===== src/rtl/uart_tx_serializer.sv =====
// UART transmitter: byte FIFO feeding an 8N1 serializer with a programmable baud divider.
// Define UART_TX_PARITY_EN to insert an even-parity bit after data bit 7 (8E1 frames).
module uart_tx_serializer #(
  parameter int CLK_DIV    = 16,
  parameter int FIFO_DEPTH = 8
) (
  input  logic                          clk,
  input  logic                          rst,
  input  logic                          wr_en,
  input  logic [7:0]                    wr_data,
  output logic                          tx_ready,
  output logic                          txd,
  output logic                          busy,
  output logic [$clog2(FIFO_DEPTH):0]   level,
  output logic                          overflow,
  input  logic                          ovf_clr
);

  localparam int          AW     = $clog2(FIFO_DEPTH);
  localparam logic [15:0] DIV_M1 = 16'(CLK_DIV - 1);

  typedef enum logic [2:0] {
    S_IDLE,
    S_START,
    S_DATA,
`ifdef UART_TX_PARITY_EN
    S_PARITY,
`endif
    S_STOP
  } state_t;

  state_t      r_state;
  logic [15:0] r_cnt;
  logic [7:0]  r_shift;
  logic [2:0]  r_idx;
  logic        r_txd;
`ifdef UART_TX_PARITY_EN
  logic        r_parity;
`endif

  logic [AW:0] r_wr_ptr;
  logic [AW:0] r_rd_ptr;
  logic [7:0]  r_mem [FIFO_DEPTH];
  logic        r_overflow;

  logic        w_full;
  logic        w_empty;
  logic        w_push;
  logic        w_pop;
  logic        w_bit_end;
  logic [7:0]  w_head;

  assign w_full    = (r_wr_ptr[AW] != r_rd_ptr[AW]) &&
                     (r_wr_ptr[AW-1:0] == r_rd_ptr[AW-1:0]);
  assign w_empty   = (r_wr_ptr == r_rd_ptr);
  assign w_push    = wr_en && !w_full;
  assign w_bit_end = (r_cnt == 16'd0);
  // Pop from IDLE, or at the last stop-bit cycle so back-to-back frames have no gap.
  assign w_pop     = !w_empty &&
                     ((r_state == S_IDLE) || ((r_state == S_STOP) && w_bit_end));
  assign w_head    = r_mem[r_rd_ptr[AW-1:0]];

  assign tx_ready  = !w_full;
  assign level     = r_wr_ptr - r_rd_ptr;
  assign busy      = (r_state != S_IDLE) || !w_empty;
  assign txd       = r_txd;
  assign overflow  = r_overflow;

  always_ff @(posedge clk) begin
    if (w_push) r_mem[r_wr_ptr[AW-1:0]] <= wr_data;
  end

  always_ff @(posedge clk or posedge rst) begin
    if (rst) begin
      r_wr_ptr   <= '0;
      r_rd_ptr   <= '0;
      r_overflow <= 1'b0;
    end else begin
      if (w_push) r_wr_ptr <= r_wr_ptr + 1'b1;
      if (w_pop)  r_rd_ptr <= r_rd_ptr + 1'b1;
      if (wr_en && w_full) r_overflow <= 1'b1;
      else if (ovf_clr)    r_overflow <= 1'b0;
    end
  end

  always_ff @(posedge clk or posedge rst) begin
    if (rst) begin
      r_state  <= S_IDLE;
      r_cnt    <= '0;
      r_shift  <= '0;
      r_idx    <= '0;
      r_txd    <= 1'b1;
`ifdef UART_TX_PARITY_EN
      r_parity <= 1'b0;
`endif
    end else begin
      case (r_state)
        S_IDLE: begin
          r_txd <= 1'b1;
          if (w_pop) begin
            r_shift  <= w_head;
            r_cnt    <= DIV_M1;
            r_txd    <= 1'b0;
            r_state  <= S_START;
`ifdef UART_TX_PARITY_EN
            r_parity <= ^w_head;
`endif
          end
        end
        S_START: begin
          if (w_bit_end) begin
            r_cnt   <= DIV_M1;
            r_txd   <= r_shift[0];
            r_idx   <= '0;
            r_state <= S_DATA;
          end else begin
            r_cnt <= r_cnt - 16'd1;
          end
        end
        S_DATA: begin
          if (w_bit_end) begin
            r_cnt <= DIV_M1;
            if (r_idx == 3'd7) begin
`ifdef UART_TX_PARITY_EN
              r_txd   <= r_parity;
              r_state <= S_PARITY;
`else
              r_txd   <= 1'b1;
              r_state <= S_STOP;
`endif
            end else begin
              r_shift <= r_shift >> 1;
              r_txd   <= r_shift[1];
              r_idx   <= r_idx + 3'd1;
            end
          end else begin
            r_cnt <= r_cnt - 16'd1;
          end
        end
`ifdef UART_TX_PARITY_EN
        S_PARITY: begin
          if (w_bit_end) begin
            r_cnt   <= DIV_M1;
            r_txd   <= 1'b1;
            r_state <= S_STOP;
          end else begin
            r_cnt <= r_cnt - 16'd1;
          end
        end
`endif
        S_STOP: begin
          if (w_bit_end) begin
            r_cnt <= DIV_M1;
            if (w_pop) begin
              r_shift  <= w_head;
              r_txd    <= 1'b0;
              r_state  <= S_START;
`ifdef UART_TX_PARITY_EN
              r_parity <= ^w_head;
`endif
            end else begin
              r_txd   <= 1'b1;
              r_state <= S_IDLE;
            end
          end else begin
            r_cnt <= r_cnt - 16'd1;
          end
        end
        default: begin
          r_txd   <= 1'b1;
          r_state <= S_IDLE;
        end
      endcase
    end
  end

endmodule


===== config.mk =====
export PLATFORM = sky130hd
export DESIGN_NAME = uart_tx_serializer
export DESIGN_NICKNAME = d
export VERILOG_FILES = /design/src/rtl/uart_tx_serializer.sv
export SDC_FILE = /design/constraint.sdc
export NUM_CORES = 1
export LEC_CHECK = 0
export BUFFER_PORTS_ARGS = -buffer_cell sky130_fd_sc_hd__buf_2
export CAP_MARGIN = 15
export CORE_ASPECT_RATIO = 2
export CORE_UTILIZATION = 45
export CTS_BUF_LIST = sky130_fd_sc_hd__clkbuf_2
export DETAILED_ROUTE_END_ITERATION = 10
export GPL_TIMING_DRIVEN = 0
export PLACE_DENSITY_LB_ADDON = 0.2
export SLEW_MARGIN = 20
export SYNTH_ARGS = -nofsm -noshare
export SYNTH_HDL_FRONTEND = slang
export SYNTH_SLANG_ARGS = --single-unit

===== constraint.sdc =====
create_clock -name clk -period 3.8 [get_ports clk]
set_clock_uncertainty 0.2 [all_clocks]
set_input_delay 0.95 -clock clk [delete_from_list [all_inputs] [get_ports clk]]
set_output_delay 0.95 -clock clk [all_outputs]
set_load 0.02 [all_outputs]

==> impl_metrics.py <==
metrics = {
    "setup_path": {
        "crit_type": "flop to output port",
        "required_ns": 2.65,
        "r2r_setup_slack_ns": 0.68,
        "slowest_delay_ns": 0.52,
        "endpoint_kind": "output port",
        "crit_chain": "inv_2 > ha_1 > nand3_1 > nor2_2 > and2_1 > inv_1 > buf_2",
        "critPathLaunchType": "flop",
        "critPathArrivalTime_ns": 2.44,
        "path_max_fanout": 7,
        "cp_slowest_cell": "dfrtp_2",
    },
    "timing": {
        "fin_crit_ns": 3.593,
        "grt_setup_unrepaired": "no",
        "slew_violations": 0,
        "finalSetupTns_ns": 0,
        "finalCritPeriodShare": 0.9455,
        "fmax_mhz": 278.3,
        "worst_slew_pin_slew_ns": 0.9222,
        "setup_violations": 0,
        "relSlewSlack": 0.3829,
        "finalHoldViolations": 0,
    },
    "yosys": {
        "avgSynthCellArea_um2": 13.84,
        "synthFlopType": "edfxtp_1",
        "netlist_area_mm2": 0.004677,
        "synth_area_leaders": "edfxtp_1 41%, dfrtp_1 20%, mux4_2 7.7%, ha_1 3.2%, nand2_1 2.1%",
        "synth_cell_types": 49,
        "ys_async_sr_fraction": 0.3786,
        "ys_ff_latch": 103,
        "yosys_warnings": 0,
        "synth_enable_flop_cells": 64,
        "synth_nets": 363,
        "yosysTopAreaCellShare": 0.4109,
        "synth_area_leader_cell": "edfxtp_1",
        "ys_seq_area_frac": 0.6199,
        "syn-instance-count": 338,
    },
    "drt": {
        "finalWirelength_mm": 9.051,
        "route.detailed.drc": 0,
        "wire_per_inst_um": 17.64,
        "route.vias.total": 2819,
        "antenna_left": 0,
        "first_pass_iters": 4,
        "first_iter_violations": 126,
        "via_per_inst": 5.495,
    },
    "place": {
        "port-buffer-count": 19,
        "dp_hpwl_mm": 6.715,
        "routabilityCongestion": 0.7523,
    },
    "die": {
        "pin_count": 20,
        "die_h_um": 146.2,
        "std_cell_rows": 52,
        "die_w_um": 74.09,
        "coreArea_mm2": 0.01008,
        "start_util": 0.4638,
        "fp.dieArea_mm2": 0.01083,
    },
    "job": {
        "maxCapViolCount": 0,
    },
    "final_layout": {
        "final_layout_size_suffix_gt1_frac": 0.2175,
        "fillers": 863,
        "synthToLayoutAreaGrowth_pct": 9.550,
        "fin_nets": 397,
    },
    "pwr": {
        "power_mw": 2.311,
        "ir_drop_mv": 0.2908,
        "leakagePower_nw": 2.011,
        "power-per-cell-area_mw_per_mm2": 451.1,
    },
    "clock_tree": {
        "insertion_delay_ns": 0.59,
        "ctsHtreeMaxLevel": 3,
        "clkSinkCount": 103,
        "numCtsBuffers": 9,
        "cts_hold_buffers": 0,
        "clkTransAtPathRegs_ns": 0.31,
        "clockBufferDepth": 2,
        "cts-root-buf": "clkbuf_2",
        "cts_tree": "done",
    },
    "worst_hold_path": {
        "hp-class": "primary input to asynchronous set/reset pin",
    },
    "grt": {
        "grtUsageTotal": 0.1870,
        "grt_antenna_before_repair": 1,
        "grt_max_degree": 21,
        "grt_pass1_vias": 2966,
        "grt_pass1_wl_mm": 14.81,
        "grt-ovfl-total": 0,
    },
    "status": {
        "status": "finished, final reports clean",
    },
}
==> area by class of cell <==
class / count / area [µm²] / share of cell area
Tap cell: 135 / 168.9 / 0.03297
Sequential cell: 103 / 2904 / 0.5668
Buffer: 15 / 80.08 / 0.01563
Inverter: 16 / 60.06 / 0.01172
Clock inverter: 7 / 61.31 / 0.01197
Multi-Input combinational cell: 202 / 1642 / 0.3204
Antenna cell: 1 / 2.502 / 0.0004884
Clock buffer: 9 / 45.04 / 0.008791
Timing Repair Buffer: 25 / 160.2 / 0.03126
==> Yosys cell counts (2+ instances only) <==
library cell  count
and2_1            2
mux2_1            8
ha_1             12
a22o_1            7
nor4_4            2
o31ai_1           3
a31oi_1           4
nor3_1           11
clkbuf_1          8
mux2_2            3
edfxtp_1         64
a21oi_1          10
o21ai_1          11
or2_2             2
inv_1            15
buf_2             5
nand3_1           2
nand2b_1          2
xor2_1            4
xnor2_1           5
nor2_1           20
nand2_1          26
mux4_2           16
buf_4             3
o21ai_0          16
o21bai_1          2
mux2i_1           8
nand4_1           2
dfrtp_1          38
or4_1             2
nor4_1            7
==> worst max-delay path, delay by kind of cell, from the launching register on <==
family,cells,cell delay [ns]
buffers and inverters,3,0.62
DFF,1,0.52
and+or+nand+nor,3,0.42
adders and majority gates,1,0.29
==> state kept, by name, summed over array words and instances (netlist names) <==
| signal | cells |
|---|---|
| r_shift | 8 |
| r_cnt | 16 |
| txd | 1 |
| r_mem | 64 |
| r_rd_ptr | 4 |
| r_idx | 3 |
| r_wr_ptr | 4 |
| r_state | 2 |
| overflow | 1 |
==> logic make-up (layout without fill, tap and decap cells) <==
| logic type | after synthesis | in the layout | share of synthesized area |
|---|---|---|---|
| xor gates and xnor gates | 9 | 9 | 0.01685 |
| adders and majority gates | 13 | 13 | 0.03638 |
| AOI/OAI and AO/OA | 60 | 60 | 0.07839 |
| muxes | 35 | 35 | 0.1207 |
| DFF | 103 | 103 | 0.6199 |
| and+or+nand+nor | 85 | 85 | 0.09604 |
| other | 0 | 1 | 0 |
| buffers and inverters | 33 | 72 | 0.03183 |
==> cell usage in the layout, fill, tap and decap left out, types with 3 or more instances in the layout <==
cell type,synthesis,routed
ha_1,12,12
xnor2_1,5,5
nand2_1,26,26
buf_4,3,8
mux2_1,8,8
a31oi_1,4,4
buf_2,5,23
nor3_1,11,9
nor4_1,7,7
mux2i_1,8,8
xor2_1,4,4
a22o_1,7,7
o31ai_1,3,3
mux4_2,16,16
clkbuf_2,0,9
dfrtp_1,38,36
nor2_1,20,19
inv_1,15,14
o21ai_1,11,11
mux2_2,3,3
a21oi_1,10,10
clkbuf_1,8,7
edfxtp_1,64,64
o21ai_0,16,16
==> per-layer routing <==
metal | share of wire | vias up | global-route usage
met5 | 0 | - | 0
met1 | 0.36 | 1408 | 0.1918
met3 | 0.022 | 20 | 0.03589
met2 | 0.58 | 55 | 0.3482
met4 | 0.029 | 0 | 0.08269
li1 | - | 1336 | -
==> power breakdown <==
group / switching (mW) / internal [mW] / leakage [nW]
Sequential: 0.0445 / 1.32 / 1.06
Clock: 0.402 / 0.102 / 0.0667
Combinational: 0.281 / 0.160 / 0.884
Total: 0.728 / 1.58 / 2.01
==> worst paths after layout <==
| path | from | end | cells after the start |
|---|---|---|---|
| worst max-delay path | r_rd_ptr[1] | busy | 7 |
| worst min-delay path | rst | r_wr_ptr[2] | 2 |
| worst max register to register | r_rd_ptr[1] | r_mem[5][3] | 8 |
| worst min register to register | r_wr_ptr[3] | r_wr_ptr[3] | 1 |
| max in group asynchronous | rst | txd | 3 |
| min in group clk | ovf_clr | overflow | 2 |
==> timing repair <==
action | in CTS | in global routing
setup buffers | 1 | 2
pin swaps | 0 | 0
endpoints found under the setup margin | 2 | 1
gates resized for setup | 4 | 0
==> metrics by stage <==
step	util	worst slack (ns)	instances	hold WS [ns]	area [µm²]
floorplan	-	0.7034	338	0.2585	4677
global placement	0.4900	-0.1382	492	0.2691	4941
detailed placement	0.4952	0.2408	495	0.2751	4994
CTS	0.5063	0.03842	510	0.07162	5106
global route	0.5081	0.05454	513	0.08478	5124
finish	0.5081	0.2070	513	0.1010	5124
Note: power is estimated with default switching activity, not from simulation.
